## src/rtl/alu_exec_ctrl_pkg.sv

```systemverilog
// Shared constants for the ALU execute-stage sequencer: widths, ALU op codes
// and FSM state encoding.
package alu_exec_ctrl_pkg;

    localparam int ALU_DATA_W = 8;
    localparam int ALU_NREGS  = 4;
    localparam int REG_AW     = 2;

    localparam logic [3:0] ALU_ADD  = 4'b0000;
    localparam logic [3:0] ALU_SUB  = 4'b0001;
    localparam logic [3:0] ALU_MUL  = 4'b0010;
    localparam logic [3:0] ALU_DIV  = 4'b0011;
    localparam logic [3:0] ALU_SHL  = 4'b0100;
    localparam logic [3:0] ALU_SHR  = 4'b0101;
    localparam logic [3:0] ALU_ROL  = 4'b0110;
    localparam logic [3:0] ALU_ROR  = 4'b0111;
    localparam logic [3:0] ALU_AND  = 4'b1000;
    localparam logic [3:0] ALU_OR   = 4'b1001;
    localparam logic [3:0] ALU_XOR  = 4'b1010;
    localparam logic [3:0] ALU_NOR  = 4'b1011;
    localparam logic [3:0] ALU_NAND = 4'b1100;
    localparam logic [3:0] ALU_XNOR = 4'b1101;

    typedef enum logic {
        IDLE = 1'b0,
        EXEC = 1'b1
    } state_e;

endpackage

```

## src/rtl/alu_exec_ctrl_regfile.sv

```systemverilog
// Small register file for the execute stage: one write port (writeback beats
// external load on the same address), two captured operand reads, one debug read.
module alu_regfile
    import alu_exec_ctrl_pkg::*;
#(
    parameter int DATA_W = ALU_DATA_W,
    parameter int NREGS  = ALU_NREGS,
    parameter int AW     = REG_AW
) (
    input  logic              clk,
    input  logic              rst_n,
    input  logic              wb_en_i,
    input  logic [AW-1:0]     wb_addr_i,
    input  logic [DATA_W-1:0] wb_data_i,
    input  logic              ld_en_i,
    input  logic [AW-1:0]     ld_addr_i,
    input  logic [DATA_W-1:0] ld_data_i,
    input  logic              cap_en_i,
    input  logic [AW-1:0]     rs_addr_i,
    input  logic [AW-1:0]     rt_addr_i,
    output logic [DATA_W-1:0] op_a_o,
    output logic [DATA_W-1:0] op_b_o,
    input  logic [AW-1:0]     dbg_addr_i,
    output logic [DATA_W-1:0] dbg_data_o
);

    logic [DATA_W-1:0] regs_q [NREGS];
    logic [DATA_W-1:0] op_a_q;
    logic [DATA_W-1:0] op_b_q;

    always_ff @(posedge clk or negedge rst_n) begin
        if (!rst_n) begin
            for (int i = 0; i < NREGS; i++) begin
                regs_q[i] <= '0;
            end
        end else begin
            for (int i = 0; i < NREGS; i++) begin
                if (wb_en_i && (wb_addr_i == AW'(i))) begin
                    regs_q[i] <= wb_data_i;
                end else if (ld_en_i && (ld_addr_i == AW'(i))) begin
                    regs_q[i] <= ld_data_i;
                end
            end
        end
    end

    // Operands sample the pre-edge contents, so a same-edge load is not seen.
    always_ff @(posedge clk or negedge rst_n) begin
        if (!rst_n) begin
            op_a_q <= '0;
            op_b_q <= '0;
        end else if (cap_en_i) begin
            op_a_q <= regs_q[rs_addr_i];
            op_b_q <= regs_q[rt_addr_i];
        end
    end

    assign op_a_o     = op_a_q;
    assign op_b_o     = op_b_q;
    assign dbg_data_o = regs_q[dbg_addr_i];

endmodule

```

## src/rtl/alu_exec_ctrl.sv

```systemverilog
// Execute-stage sequencer around the external 8-bit ALU (only DATA_W=8 is valid).
// Optional divide-by-zero trap enabled by defining ALU_EXEC_DIVZ_EN.
//
//   state | meaning
//   IDLE  | ready; accepts an instruction and captures its operands
//   EXEC  | ALU inputs driven from registers; result written back at next edge
module alu_exec_ctrl
    import alu_exec_ctrl_pkg::*;
#(
    parameter int DATA_W = ALU_DATA_W,
    parameter int NREGS  = ALU_NREGS,
    parameter int AW     = REG_AW
) (
    input  logic              clk,
    input  logic              rst_n,
    input  logic              in_valid,
    output logic              in_ready,
    input  logic [3:0]        in_op,
    input  logic [AW-1:0]     in_rd,
    input  logic [AW-1:0]     in_rs,
    input  logic [AW-1:0]     in_rt,
    input  logic              ld_en,
    input  logic [AW-1:0]     ld_addr,
    input  logic [DATA_W-1:0] ld_data,
    output logic [DATA_W-1:0] alu_a,
    output logic [DATA_W-1:0] alu_b,
    output logic [3:0]        alu_sel,
    input  logic [DATA_W-1:0] alu_out,
    input  logic              alu_cout,
    output logic              done,
    output logic              carry_flag,
    output logic              zero_flag,
    input  logic [AW-1:0]     dbg_addr,
    output logic [DATA_W-1:0] dbg_data
);

    state_e            state_q, state_d;
    logic [3:0]        sel_q;
    logic [AW-1:0]     dest_q;
    logic              done_q;
    logic              carry_q, carry_d;
    logic              zero_q, zero_d;
    logic              accept;
    logic              wb_en;
    logic              div_zero;
    logic [DATA_W-1:0] op_a, op_b;
    logic [DATA_W-1:0] wb_data;

    always_ff @(posedge clk or negedge rst_n) begin
        if (!rst_n) begin
            state_q <= IDLE;
        end else begin
            state_q <= state_d;
        end
    end

    always_comb begin
        state_d = state_q;
        case (state_q)
            IDLE:    if (in_valid) state_d = EXEC;
            EXEC:    state_d = IDLE;
            default: state_d = IDLE;
        endcase
    end

    always_comb begin
        in_ready = 1'b0;
        accept   = 1'b0;
        wb_en    = 1'b0;
        case (state_q)
            IDLE: begin
                in_ready = rst_n;
                accept   = in_valid && rst_n;
            end
            EXEC:    wb_en = 1'b1;
            default: ;
        endcase
    end

    alu_regfile #(
        .DATA_W (DATA_W),
        .NREGS  (NREGS),
        .AW     (AW)
    ) u_regfile (
        .clk        (clk),
        .rst_n      (rst_n),
        .wb_en_i    (wb_en),
        .wb_addr_i  (dest_q),
        .wb_data_i  (wb_data),
        .ld_en_i    (ld_en),
        .ld_addr_i  (ld_addr),
        .ld_data_i  (ld_data),
        .cap_en_i   (accept),
        .rs_addr_i  (in_rs),
        .rt_addr_i  (in_rt),
        .op_a_o     (op_a),
        .op_b_o     (op_b),
        .dbg_addr_i (dbg_addr),
        .dbg_data_o (dbg_data)
    );

`ifdef ALU_EXEC_DIVZ_EN
    assign div_zero = (sel_q == ALU_DIV) && (op_b == '0);
`else
    assign div_zero = 1'b0;
`endif

    // Divide-by-zero saturates the result and reports through the carry flag.
    always_comb begin
        wb_data = alu_out;
        zero_d  = (alu_out == '0);
        carry_d = (sel_q == ALU_ADD) ? alu_cout : carry_q;
        if (div_zero) begin
            wb_data = '1;
            zero_d  = 1'b0;
            carry_d = 1'b1;
        end
    end

    always_ff @(posedge clk or negedge rst_n) begin
        if (!rst_n) begin
            sel_q   <= '0;
            dest_q  <= '0;
            done_q  <= 1'b0;
            carry_q <= 1'b0;
            zero_q  <= 1'b0;
        end else begin
            done_q <= wb_en;
            if (accept) begin
                sel_q  <= in_op;
                dest_q <= in_rd;
            end
            if (wb_en) begin
                carry_q <= carry_d;
                zero_q  <= zero_d;
            end
        end
    end

    assign alu_a      = op_a;
    assign alu_b      = op_b;
    assign alu_sel    = sel_q;
    assign done       = done_q;
    assign carry_flag = carry_q;
    assign zero_flag  = zero_q;

endmodule
```

## config.mk

```make
export PLATFORM = sky130hd
export DESIGN_NAME = alu_exec_ctrl
export DESIGN_NICKNAME = d
export VERILOG_FILES = /design/src/rtl/alu_exec_ctrl_pkg.sv /design/src/rtl/alu_exec_ctrl_regfile.sv /design/src/rtl/alu_exec_ctrl.sv
export SDC_FILE = /design/constraint.sdc
export NUM_CORES = 1
export LEC_CHECK = 0
export ABC_AREA = 1
export CAP_MARGIN = 20
export CORE_UTILIZATION = 48
export CTS_CLUSTER_SIZE = 20
export DETAILED_ROUTE_END_ITERATION = 10
export PLACE_DENSITY = 0.77
export SLEW_MARGIN = 0
export SYNTH_ARGS = -nofsm -noshare
export SYNTH_HDL_FRONTEND = slang
export SYNTH_SLANG_ARGS = --single-unit
```

## constraint.sdc

```tcl
create_clock -name clk -period 1.4 [get_ports clk]
set_input_delay 0.42 -clock clk [delete_from_list [all_inputs] [get_ports clk]]
set_output_delay 0.42 -clock clk [all_outputs]
set_load 0.02 [all_outputs]
```

==> summary.txt <==
I/O Pins -> 67
Fill cells -> 600
number of DRC markers in iteration 0 -> 321
H-Tree Depth -> 3
vias in the first global route -> 4019
post-synthesis cell type count -> 22
sequential share of the synthesized area -> 40.2%
Fin Hold WS -> 0.150 ns
syn_nets -> 584
CTS tree -> done
Vias/cell -> 5.28
Die W -> 88.7 um
status -> complete, but fails checks
measured slew at the worst slew-check pin -> 0.348 ns
Total Die Area -> 0.00786 mm2
Max VDD drop -> 557 uV
Worst slew margin -> 76.7%
Final Skew -> 0.0153 ns
sw frac -> 37.7%
commonest non-fill, non-tap cell in the layout -> nand2_1
post-route ant nets -> 0
cell count after synthesis -> 549
total of max-cap violations -> 0
Global Route Usage Sum -> 34.6%
fmax -> 0.608 GHz
antenna diode count -> 0
IO Port Bufs -> 66
Logic pwr share -> 44.7%
Hold-fix buffers, CTS -> 0
violated checks -> setup timing
Pwr per Cell Area -> 1350 mW/mm2
CP Launch Type -> flip-flop
clock-pin slew on the worst setup and hold paths -> 0.07 ns
initial core utilization -> 49.7%
commonest non-fill, non-tap cells in the layout -> nand2_1, buf_4, nand3_1
Final Hold Fails -> 0
CP Class -> flip-flop to output pin
cell area after synthesis -> 0.00361 mm2
syn avg cell area -> 6.57 um2
total congestion overflow -> 0
clk root buf -> clkbuf_8
DR vias -> 4244
register share of total power -> 33.5%
Final #Nets -> 736
CTS sink count -> 58
Clk pwr share -> 21.8%
Final WS setup -> -0.245 ns
Worst EP arrival -> 1.22 ns
row cnt -> 31
crit end category -> output pin
Req. time, crit path -> 0.98 ns
Period Utilization, post-route -> 117%
die height -> 88.7 um
CORE AREA -> 0.00725 mm2
initial antenna violation count -> 0
routed len/inst -> 15.8 um
CTS buffer count -> 9
HP Class -> input port to asynchronous set/reset pin
Final HPWL DP -> 9550 um
Pwr Total -> 0.00710 W
share of layout cells above drive strength 1 -> 27.4%
R2R depth -> 6
maximum fanout along the worst path -> 2
GP Congestion -> 0.985
RSZ-0062 raised after global routing -> true
Final Util -> 72.2%
DRT Wirelength -> 12700 um
synth warn -> 0
endpoints failing setup -> 9
Clock Path Buffers -> 2
max-slew violations -> 0
Tmin final -> 1.64 ns
cell-internal power -> 0.00442 W
Worst-Skew Late Latency -> 0.36 ns
pin count of the biggest net entering global routing -> 37
DR DRC count -> 0
TritonRoute pass-1 iters -> 6
switching pwr -> 0.00267 W
first-pass GRT wire length -> 20000 um
synthesized flop and latch total -> 58
area grow syn2layout -> 45.3%
Leakage -> 2.95 nW
## repair_timing
| item | CTS | global route |
|---|---|---|
| pin swaps | 5 | 7 |
| gates cloned | 2 | 1 |
| setup endpoints to repair | 56 | 34 |
| setup buffers | 13 | 6 |
| gates resized for setup | 180 | 9 |
| endpoints found under the hold margin | 0 | 0 |
## worst paths after layout
path	slack, ns	to	startpoint
min	0.15	u_regfile.regs_q[23]	rst_n
min reg2reg	0.47	u_regfile.op_b_o[7]	u_regfile.op_b_o[7]
min in group clk	0.47	u_regfile.op_b_o[7]	u_regfile.op_b_o[7]
max reg2reg	0.06	alu_sel[1]	state_q
max in group asynchronous	0.58	state_q	rst_n
max	-0.24	dbg_data[4]	u_regfile.regs_q[4]
## sequential cells by signal, summed over array words and instances (netlist names)
register	cells
u_regfile.op_a_o	8
zero_flag	1
u_regfile.op_b_o	8
alu_sel	4
carry_flag	1
dest_q	2
done	1
state_q	1
u_regfile.regs_q	32
## power groups by stage
stage	sequential [W]	combinational, W	clock, W
finish	0.00238	0.00317	0.00155
global route	0.00242	0.00346	0.00161
CTS	0.00237	0.00306	0.00155
detailed placement	0.00238	0.00295	0
global placement	0.00237	0.00291	0
floorplan	0.00253	0.00121	0
## final cells by class
type | count | area (um2) | share of cell area (%)
clock buffer | 10 | 138 | 2.63
clock inverter | 5 | 55.1 | 1.05
inverter | 67 | 255 | 4.87
multi-input combinational | 400 | 1790 | 34.2
sequential | 58 | 1450 | 27.7
tap | 99 | 124 | 2.36
timing repair buffer | 165 | 1420 | 27.1
## stage by stage
stage,instances,cell area (um2),setup WS (ns),setup TNS (ns)
6_report,804,5240,-0.245,-1.75
5_1_grt,804,5240,-0.287,-2.15
4_1_cts,797,5180,-0.246,-1.64
3_5_place_dp,767,4900,-0.988,-22.15
3_3_place_gp,767,4900,-0.956,-20.03
2_1_floorplan,549,3640,-0.00737,-0.00737
## routing by layer
layer,up-vias,routed length [um],GRT usage [%]
met5,-,0,0
met4,0,680,21.8
met3,54,992,7.56
met2,233,6070,56.5
met1,1924,4990,41.5
li1,2033,-,-
## cell usage after synthesis (all sizes together)
master  number  area, um2
clkbuf       7       26.3
o211ai       8       60.1
buf         17        124
inv         66        248
dfrtp       58       1450
nand4       10       62.6
nor2         8       35.0
clkinv       1       5.00
a21oi        8       40.0
nand2      262        998
nor3         1       5.00
nand3       83        450
o21ai       20        100
## cells by family after synthesis
family                 count (synthesis)  share of synthesized area [%]
AND/OR/NAND/NOR                      364                           43.0
flip-flops                            58                           40.2
AO/OA/AOI/OAI                         36                           5.55
buffers and inverters                 91                           11.2
## worst max-delay path, stage by stage (launching register included)
cell and delay (ns):
dfrtp_1 0.40, inv_2 0.10, nand2_1 0.06, o211ai_1 0.08
nand2_1 0.10, buf_6 0.14
Note: power is estimated with default switching activity, not from simulation.
